[src/rtl/pipe_stage_skid_pkg.sv]
// Shared pipeline-stage definitions: FSM states, default widths and ctrl bundle bit offsets.
package pipe_stage_skid_pkg;

  localparam int DEF_DATA_W = 32;
  localparam int DEF_CTRL_W = 8;
  localparam int DEF_CNT_W  = 16;

  typedef enum logic [1:0] {
    EMPTY = 2'd0,
    ONE   = 2'd1,
    FULL  = 2'd2
  } stage_state_t;

  // Bit positions of the named fields inside the ctrl bundle.
  typedef enum int {
    CTRL_REGWR    = 0,
    CTRL_MEM2REG  = 1,
    CTRL_LINK     = 2,
    CTRL_OVERFLOW = 3,
    CTRL_RW       = 4
  } ctrl_field_t;

endpackage

[src/rtl/pipe_stage_skid_if.sv]
// Valid/ready handshake bundle between a pipeline stage and its neighbours.
interface pipe_stage_skid_if
  import pipe_stage_skid_pkg::*;
#(
  parameter int DATA_W = DEF_DATA_W,
  parameter int CTRL_W = DEF_CTRL_W
);
  logic              in_valid;
  logic              in_ready;
  logic [CTRL_W-1:0] in_ctrl;
  logic [DATA_W-1:0] in_data;
  logic              out_valid;
  logic              out_ready;
  logic [CTRL_W-1:0] out_ctrl;
  logic [DATA_W-1:0] out_data;

  modport master (
    output in_valid, in_ctrl, in_data, out_ready,
    input  in_ready, out_valid, out_ctrl, out_data
  );

  modport slave (
    input  in_valid, in_ctrl, in_data, out_ready,
    output in_ready, out_valid, out_ctrl, out_data
  );
endinterface

[src/rtl/pipe_stage_skid_entry_reg.sv]
// One {valid, ctrl, data} pipeline register with load and independent ctrl/data clears.
module pipe_entry_reg #(
  parameter int DATA_W = 32,
  parameter int CTRL_W = 8
) (
  input  logic              clk,
  input  logic              reset,
  input  logic              load,
  input  logic              clear_ctrl,
  input  logic              clear_data,
  input  logic [CTRL_W-1:0] load_ctrl,
  input  logic [DATA_W-1:0] load_data,
  output logic              valid,
  output logic [CTRL_W-1:0] ctrl,
  output logic [DATA_W-1:0] data
);

  // Clearing ctrl also drops valid so an empty slot never exposes stale ctrl bits.
  always_ff @(posedge clk) begin
    if (reset) begin
      valid <= 1'b0;
      ctrl  <= '0;
      data  <= '0;
    end else begin
      if (clear_ctrl) begin
        valid <= 1'b0;
        ctrl  <= '0;
      end else if (load) begin
        valid <= 1'b1;
        ctrl  <= load_ctrl;
      end
      if (clear_data) begin
        data <= '0;
      end else if (load) begin
        data <= load_data;
      end
    end
  end

endmodule

[src/rtl/pipe_stage_skid.sv]
// Pipeline stage with a head register and one skid register, fully registered outputs.
module pipe_stage_skid
  import pipe_stage_skid_pkg::*;
#(
  parameter int DATA_W    = DEF_DATA_W,
  parameter int CTRL_W    = DEF_CTRL_W,
  parameter int FLUSH_ALL = 0,
  parameter int CNT_W     = DEF_CNT_W
) (
  input  logic                 clk,
  input  logic                 reset,
  input  logic                 flush,
  pipe_stage_skid_if.slave     bus,
  output logic [CNT_W-1:0]     stall_cnt
);

  stage_state_t      state, state_next;
  logic              ready;
  logic              accept, pop;
  logic              head_load, head_from_skid, head_clear;
  logic              skid_load, skid_clear, data_clear;
  logic              head_valid, skid_valid;
  logic [CTRL_W-1:0] head_ctrl, skid_ctrl, head_load_ctrl;
  logic [DATA_W-1:0] head_data, skid_data, head_load_data;

  assign accept = bus.in_valid & ready;
  assign pop    = head_valid & bus.out_ready;

  always_ff @(posedge clk) begin
    if (reset) begin
      state <= EMPTY;
      ready <= 1'b1;
    end else begin
      state <= state_next;
      ready <= (state_next != FULL);
    end
  end

  always_comb begin
    state_next     = state;
    head_load      = 1'b0;
    head_from_skid = 1'b0;
    head_clear     = 1'b0;
    skid_load      = 1'b0;
    skid_clear     = 1'b0;
    data_clear     = 1'b0;
    if (flush) begin
      state_next = EMPTY;
      head_clear = 1'b1;
      skid_clear = 1'b1;
      data_clear = (FLUSH_ALL != 0);
    end else begin
      case (state)
        EMPTY: begin
          if (accept) begin
            head_load  = 1'b1;
            state_next = ONE;
          end
        end
        ONE: begin
          if (accept && pop) begin
            head_load = 1'b1;
          end else if (accept) begin
            skid_load  = 1'b1;
            state_next = FULL;
          end else if (pop) begin
            head_clear = 1'b1;
            state_next = EMPTY;
          end
        end
        FULL: begin
          if (pop && skid_valid) begin
            head_load      = 1'b1;
            head_from_skid = 1'b1;
            skid_clear     = 1'b1;
            state_next     = ONE;
          end
        end
        default: state_next = EMPTY;
      endcase
    end
  end

  assign head_load_ctrl = head_from_skid ? skid_ctrl : bus.in_ctrl;
  assign head_load_data = head_from_skid ? skid_data : bus.in_data;

  pipe_entry_reg #(.DATA_W(DATA_W), .CTRL_W(CTRL_W)) head_reg (
    .clk        (clk),
    .reset      (reset),
    .load       (head_load),
    .clear_ctrl (head_clear),
    .clear_data (data_clear),
    .load_ctrl  (head_load_ctrl),
    .load_data  (head_load_data),
    .valid      (head_valid),
    .ctrl       (head_ctrl),
    .data       (head_data)
  );

  pipe_entry_reg #(.DATA_W(DATA_W), .CTRL_W(CTRL_W)) skid_reg (
    .clk        (clk),
    .reset      (reset),
    .load       (skid_load),
    .clear_ctrl (skid_clear),
    .clear_data (data_clear),
    .load_ctrl  (bus.in_ctrl),
    .load_data  (bus.in_data),
    .valid      (skid_valid),
    .ctrl       (skid_ctrl),
    .data       (skid_data)
  );

  // Counts downstream backpressure; survives flush, only reset clears it.
  always_ff @(posedge clk) begin
    if (reset) begin
      stall_cnt <= '0;
    end else if (head_valid && !bus.out_ready && (stall_cnt != {CNT_W{1'b1}})) begin
      stall_cnt <= stall_cnt + {{(CNT_W-1){1'b0}}, 1'b1};
    end
  end

  assign bus.in_ready  = ready;
  assign bus.out_valid = head_valid;
  assign bus.out_ctrl  = head_ctrl;
  assign bus.out_data  = head_data;

endmodule

[src/flat_wrapper.sv]
// flat-port wrapper written by rule: the top's interface ports become plain ports
module pipe_stage_skid_flat import pipe_stage_skid_pkg::*;
#(
  parameter int DATA_W    = DEF_DATA_W,
  parameter int CTRL_W    = DEF_CTRL_W,
  parameter int FLUSH_ALL = 0,
  parameter int CNT_W     = DEF_CNT_W
)
  (clk, reset, flush, stall_cnt, bus_in_valid, bus_in_ctrl, bus_in_data, bus_out_ready, bus_in_ready, bus_out_valid, bus_out_ctrl, bus_out_data);
  pipe_stage_skid_if #(.DATA_W(DATA_W), .CTRL_W(CTRL_W)) bus_i ();
  input  logic clk;
  input  logic reset;
  input  logic flush;
  output logic [CNT_W-1:0] stall_cnt;
  input wire logic [$bits(bus_i.in_valid)-1:0] bus_in_valid;
  input wire logic [$bits(bus_i.in_ctrl)-1:0] bus_in_ctrl;
  input wire logic [$bits(bus_i.in_data)-1:0] bus_in_data;
  input wire logic [$bits(bus_i.out_ready)-1:0] bus_out_ready;
  output wire logic [$bits(bus_i.in_ready)-1:0] bus_in_ready;
  output wire logic [$bits(bus_i.out_valid)-1:0] bus_out_valid;
  output wire logic [$bits(bus_i.out_ctrl)-1:0] bus_out_ctrl;
  output wire logic [$bits(bus_i.out_data)-1:0] bus_out_data;
  assign bus_i.in_valid = bus_in_valid;
  assign bus_i.in_ctrl = bus_in_ctrl;
  assign bus_i.in_data = bus_in_data;
  assign bus_i.out_ready = bus_out_ready;
  assign bus_in_ready = bus_i.in_ready;
  assign bus_out_valid = bus_i.out_valid;
  assign bus_out_ctrl = bus_i.out_ctrl;
  assign bus_out_data = bus_i.out_data;
  pipe_stage_skid #(.DATA_W(DATA_W), .CTRL_W(CTRL_W), .FLUSH_ALL(FLUSH_ALL), .CNT_W(CNT_W)) u_core (.clk(clk), .reset(reset), .flush(flush), .bus(bus_i), .stall_cnt(stall_cnt));
endmodule
[config.mk]
export PLATFORM = sky130hd
export DESIGN_NAME = pipe_stage_skid_flat
export DESIGN_NICKNAME = d
export VERILOG_FILES = /design/src/rtl/pipe_stage_skid_pkg.sv /design/src/rtl/pipe_stage_skid_if.sv /design/src/rtl/pipe_stage_skid_entry_reg.sv /design/src/rtl/pipe_stage_skid.sv /design/src/flat_wrapper.sv
export SDC_FILE = /design/constraint.sdc
export NUM_CORES = 1
export LEC_CHECK = 0
export ABC_CLOCK_PERIOD_IN_PS = 2200
export CORE_ASPECT_RATIO = 0.7
export CORE_MARGIN = 2
export CORE_UTILIZATION = 57
export CTS_CLUSTER_DIAMETER = 150
export DETAILED_ROUTE_END_ITERATION = 7
export DONT_BUFFER_PORTS = 1
export HOLD_SLACK_MARGIN = 0.1
export PLACE_DENSITY = 0.72
export SLEW_MARGIN = 20
export SYNTH_ARGS = -nofsm -noshare
export SYNTH_HDL_FRONTEND = slang
export SYNTH_HIERARCHICAL = 1
export SYNTH_SLANG_ARGS = --single-unit
export TNS_END_PERCENT = 20
[constraint.sdc]
create_clock -name clk -period 2.2 [get_ports clk]
set_clock_uncertainty 0.15 [all_clocks]
set_input_delay 0.33 -clock clk [delete_from_list [all_inputs] [get_ports clk]]
set_output_delay 0.33 -clock clk [all_outputs]
set_load 0.005 [all_outputs]
==> run_results.csv, run 1 <==
group,metric,value,unit
critical_path,cp_slowest_cell,"or4_1",
synth,yosysUniqueCellTypes,41,
timing,timing.fmax,482,MHz
routing,via_per_inst,5.70,
timing,final-hold-violation-count,0,
critical_path,cp_max_fo,6,
cts,path_clk_slew,0.07,ns
power,p_leak,1.81,nW
synth,synthTopCellsByArea,"dfxtp_1 45%, mux2i_1 18%, mux2_2 9.3%",
power,peakVddDrop,616,uV
layout,n_antenna_cell,0,
timing,max_slew.worst_pin.slew,0.739,ns
synth,ys_async_sr_fraction,0,%
cts,cts_resized,0,
power,p_comb_share,6.6,%
routing,drt-wirelength-per-cell,17.4,um
power,p_int,3.17,mW
floorplan,fp.coreArea,0.00777,mm2
placed_design,numPortBuffers,0,
global_routing,grt_max_degree,35,
run_status,run_status,"completed",
routing,ant_nets,0,
routing,drtIter0Drc,236,
critical_path,crit_path_start_kind,"flop",
routing,drc,0,
power,total_power,3.98,mW
critical_path,slowest_delay,0.49,ns
power,power_frac_clock,46.4,%
cts,clock_sink_count,101,
timing,slew_headroom,50.6,%
synth,synth_edf_count,0,
timing,whs,0.120,ns
timing,fin_crit_sh,94.2,%
cts,insertion_delay,0.34,ns
synth,synth_top_area_share,45.0,%
timing,setup_tns,0,ns
critical_path,cp.arrival,2.18,ns
critical_path,cp_data_required_time,2.31,ns
synth,synth_seq_area_share,45.0,%
cts,root_buffer,"clkbuf_16",
cts,cts_tree,"yes",
critical_path,cp-end-kind,"flop",
cts,clock_path_buffers,2,
floorplan,die-area,0.00862,mm2
cts,cts_buffers,9,
global_routing,grt_pass1_wl,16.5,mm
layout,fin_nets,530,
synth,synth_area_leader_cell,"dfxtp_1",
synth,syn_inst,448,
global_routing,antenna_found_initial,0,
layout,area_growth,18.3,%
critical_path,path_class,"reg -> reg",
floorplan,fp-row-count,27,
routing,firstDrtPassIters,4,
floorplan,start_util,57.9,%
timing,maxSlewViolCount,0,
placed_design,pre_cts_ws,0.215,ns
timing,layout_min_cycle_time,2.07,ns
timing,grt_setup_unrepaired,"false",
power,p_seq_share,47.0,%
floorplan,pin_count,103,
placed_design,gp_congestion,0.856,
power,switching_share,20.3,%
floorplan,fp.dieW,110,um
synth,syn_area,0.00450,mm2
layout,drive_above_1_share,14.9,%
global_routing,grt_usage,24.6,%
timing,setup_viol,0,
synth,syn_area_per_cell,10.0,um2
power,p_per_area,748,mW/mm2
power,p_sw,0.809,mW
critical_path,path_cells,"ha_1, and3b_1, nand2_1, or4_1, a21oi_1",
timing,setup_ws,0.127,ns
global_routing,grt_pass1_vias,3447,
placed_design,dp_hpwl,6.42,mm
job,max_cap_violations,0,
synth,synth_ff_type,"dfxtp_1",
layout,final_area,0.00532,mm2
routing,finalWirelength,10.3,mm
floorplan,die_h,78.3,um
synth,synth.ff_latch_count,101,
routing,num_vias,3365,
hold_path,hold_class,"in -> reg",
placed_design,place_area,0.00454,mm2
synth,ys_warn_count,6,
global_routing,grt-ovfl-total,0,
cts,cts_max_level,3,
## final timing paths
kind                              endpoint  cells past startpoint             startpoint  slack [ns]
setup reg to reg       u_core/stall_cnt[8]                      5    u_core/stall_cnt[0]        0.13
setup / recovery       u_core/stall_cnt[8]                      5    u_core/stall_cnt[0]        0.13
hold reg to reg      u_core/skid_reg/valid                      2  u_core/skid_reg/valid        0.31
hold / removal    u_core/head_reg/data[26]                      3        bus_in_data[26]        0.12
## power by group through the flow
stage                     sequential (mW)  clock [mW]  combinational (mW)
after global routing                 1.87        1.94               0.281
after detailed placement             1.91           0               0.187
final                                1.87        1.85               0.261
after floorplan                      1.90           0               0.182
after CTS                            1.87        1.89               0.256
after global placement               1.91           0               0.181
## registers in the layout, indices dropped and copies added (netlist names)
name / count
u_core/head_reg/data: 32
u_core/skid_reg/data: 32
u_core/stall_cnt: 16
u_core/head_reg/ctrl: 8
u_core/skid_reg/ctrl: 8
u_core/state: 2
u_core/bus.in_ready: 1
u_core/head_reg/valid: 1
u_core/skid_reg/valid: 1
## synth_stat cells, drive strengths merged (2+ instances only)
cell      n
or4       8
inv       2
dfxtp   101
mux2i    82
nor4      3
nand4     6
nor2     95
o21bai    2
nand2b    3
and4      2
o31ai     8
o21ai     5
nand2    12
or3       6
mux2     40
nor3      3
buf      25
clkbuf    5
a21oi    15
nand3     5
and3      2
or2       6
## cell type report
type | count | area [um2]
inverters | 2 | 7.51
multi-input cells | 316 | 2260
repair buffers | 54 | 548
clock inverters | 5 | 106
well taps | 101 | 126
fillers | 591 | 2450
clock buffers | 11 | 253
flip-flops and latches | 101 | 2020
## layer usage
layer  wire [um]  vias up  global-route usage (%)  share of wire (%)
li1            -     1636                       -                  -
met1        4690     1589                    31.9                 46
met2        4660      126                    38.1                 45
met3         822       14                    8.89                8.0
met4         107        0                    7.75                1.0
met5           0        -                       0                  0
## worst max-delay path, delay by kind of cell, from the launching register on
family	cells	cell delay, ns
AOI/OAI and AO/OA	1	0.15
adders and majority gates	1	0.26
and+or+nand+nor	3	0.99
DFF	1	0.44
## through the flow
step,std cells,utilization (%)
3_5_place_dp,532,58.4
3_3_place_gp,532,58.4
5_1_grt,590,68.5
4_1_cts,590,68.5
2_1_floorplan,449,-
6_report,590,68.5
## logic make-up (layout without fill, tap and decap cells)
group,after synthesis,after routing,share of synthesized area (%)
other,1,2,0.0834
AO/OA/AOI/OAI,34,34,4.62
flip-flops,101,101,45.0
adder cells (fa/ha/maj),1,1,0.278
buffers and inverters,32,72,5.34
AND/OR/NAND/NOR,157,157,16.4
multiplexers,122,122,28.3
## cells in the final DEF, fill, tap and decap left out, drive strengths merged, types with 8 or more instances in the layout
cell type,synthesis,layout
buf,25,12
o31ai,8,8
dlygate4sd3,0,42
or4,8,8
nand2,12,12
mux2,40,40
nor2,95,95
a21oi,15,15
dfxtp,101,101
clkbuf,5,11
mux2i,82,82
## what timing repair did
item | in CTS | in global routing
buffers inserted | 0 | 0
hold buffers | 42 | 0
hold endpoints to repair | 60 | 0
No activity file was read; power rests on OpenSTA's default activity.
==> inputs of run 2 (changes only) <==
CAP_MARGIN = 20   (was unset)
CORE_MARGIN = unset   (was 2)
==> run_results.csv, run 2 (synthesis results as in run 1) <==
group,metric,value,unit
cts,cts_resized,0,
critical_path,crit_path_start_kind,"flop",
routing,ant_nets,0,
hold_path,min_from,"bus_in_ctrl[7]",
layout,nFillCells,585,
cts,insertion_delay,0.37,ns
global_routing,antenna_found_initial,0,
floorplan,die_h,76.3,um
cts,cts_max_level,3,
cts,clock_path_buffers,2,
layout,area_growth,14.6,%
floorplan,fp.dieW,108,um
routing,drtIter0Drc,166,
layout,finalNonFillerCells,585,
power,p_comb_share,7.8,%
global_routing,grt_pass1_wl,15.7,mm
timing,fin_crit_sh,92.5,%
critical_path,cp-endpoint,"u_core/head_reg/data[15]",
power,p_int,2.59,mW
power,p_seq_share,55.7,%
power,power_frac_clock,36.5,%
critical_path,cp_data_required_time,2.28,ns
job,max_cap_violations,0,
critical_path,r2r-start,"u_core/skid_reg/valid",
floorplan,fp-row-count,26,
power,peakVddDrop,675,uV
routing,drt-wirelength-per-cell,16.3,um
timing,setup_viol,0,
global_routing,grt_pass1_vias,3215,
global_routing,grt-ovfl-total,0,
cts,cts_tree,"yes",
power,p_per_area,651,mW/mm2
critical_path,regToRegEndpoint,"u_core/head_reg/data[15]",
cts,cts_buffers,9,
routing,finalWirelength,9.56,mm
cts,postCtsSetupRepairBufs,0,
layout,reg.largest.list,"u_core/head_reg/data (32), u_core/skid_reg/data (32), u_core/stall_cnt (16)",
critical_path,cp.arrival,2.12,ns
layout,final_util,69.2,%
floorplan,fp.coreArea,0.00745,mm2
power,p_leak,1.73,nW
critical_path,cp_slowest_cell,"mux2_2",
critical_path,reg2reg_setup_slack,0.17,ns
routing,num_vias,3289,
floorplan,die-area,0.00825,mm2
cts,clock_sink_count,101,
timing,slew_headroom,50.1,%
timing,final-hold-violation-count,0,
critical_path,path_cells,"and3_1, nand2_1, nor3_2, buf_12, mux2_2, mux2i_1, nor2_1",
placed_design,gp_congestion,0.808,
critical_path,setup.worst_path.start,"u_core/skid_reg/valid",
critical_path,slowest_delay,0.37,ns
cts,root_buffer,"clkbuf_8",
placed_design,numPortBuffers,0,
floorplan,pin_count,103,
critical_path,reg2reg_depth,7,
critical_path,cp-end-kind,"flop",
layout,final_common_cell,"dfxtp_1",
power,p_sw,0.770,mW
cts,path_clk_slew,0.10,ns
routing,drc,0,
layout,mostFrequentLayoutCells,"101 x dfxtp_1, 93 x nor2_1, 82 x mux2i_1, 42 x dlygate4sd3_1, 37 x mux2_2",
power,switching_share,22.9,%
global_routing,grt_max_degree,42,
run_status,run_status,"completed",
timing,maxSlewViolCount,0,
layout,drive_above_1_share,14.4,%
timing,layout_min_cycle_time,2.03,ns
routing,firstDrtPassIters,4,
critical_path,path_class,"reg -> reg",
layout,n_antenna_cell,0,
timing,setup_tns,0,ns
placed_design,placed_cells,527,
critical_path,cp_max_fo,34,
global_routing,grt_usage,24.5,%
placed_design,dp_hpwl,6.08,mm
timing,grt_setup_unrepaired,"false",
floorplan,start_util,60.3,%
timing,max_slew.worst_pin.slew,0.746,ns
hold_path,hold_class,"in -> reg",
routing,via_per_inst,5.62,
layout,fin_nets,528,
timing,timing.fmax,492,MHz
==> run 2: cell count changes in the layout (fill, tap and decap cells not counted), sizes merged <==
cell / before / now
buf: 12 / 10
bufinv: 3 / 1
clkbuf: 11 / 12
inv: 2 / 3
==> run 2: power by group through the flow <==
stage	combinational, mW	clock [mW]	sequential (mW)
floorplan	0.182	0	1.90
global placement	0.181	0	1.91
detailed placement	0.185	0	1.91
CTS	0.261	1.26	1.87
global route	0.288	1.33	1.87
finish	0.263	1.23	1.87
==> run 2: metal layers <==
metal | track usage [%] | wire [um] | vias to the layer above
met2 | 39.7 | 4480 | 97
met3 | 9.32 | 745 | 10
met1 | 29.9 | 4240 | 1553
met5 | 0 | 0 | -
met4 | 7.12 | 89 | 0
li1 | - | - | 1629
==> run 2: cell type report <==
cell class                 instances  area [um2]  share of cell area [%]
clock buffer                      12         155                    3.01
clock inverter                     4        55.1                    1.07
inverter                           2        7.51                   0.146
multi-input combinational        316        2260                    43.8
sequential                       101        2020                    39.2
tap                               98         123                    2.38
timing repair buffer              52         533                    10.3
==> run 2: what timing repair did <==
item	4_1_cts	5_1_grt
hold buffers	42	0
endpoints found under the setup margin	0	0
endpoints found under the hold margin	92	0
==> run 2: worst min path at each step <==
stage | to | cells after the start
floorplan | u_core/skid_reg/valid | 2
global placement | u_core/stall_cnt[3] | 1
detailed placement | u_core/stall_cnt[3] | 1
CTS | u_core/head_reg/ctrl[7] | 3
global route | u_core/head_reg/data[6] | 3
finish | u_core/head_reg/ctrl[7] | 3
==> run 2: critical path: cells and delay by family, from the launching register on <==
family | cells | cell delay, ns
muxes | 2 | 0.55
DFF | 1 | 0.35
buffers and inverters | 1 | 0.26
and+or+nand+nor | 4 | 0.59
==> run 2: stage by stage <==
| stage | hold WS [ns] | cell area [um2] | setup slack (ns) | power (mW) |
|---|---|---|---|---|
| 4_1_cts | 0.100 | 5150 | 0.164 | 3.39 |
| 2_1_floorplan | 0.278 | 4500 | 0.237 | 2.09 |
| 3_5_place_dp | 0.253 | 4520 | 0.190 | 2.10 |
| 3_3_place_gp | 0.252 | 4520 | 0.257 | 2.09 |
| 5_1_grt | 0.101 | 5150 | 0.0408 | 3.49 |
| 6_report | 0.110 | 5150 | 0.166 | 3.36 |
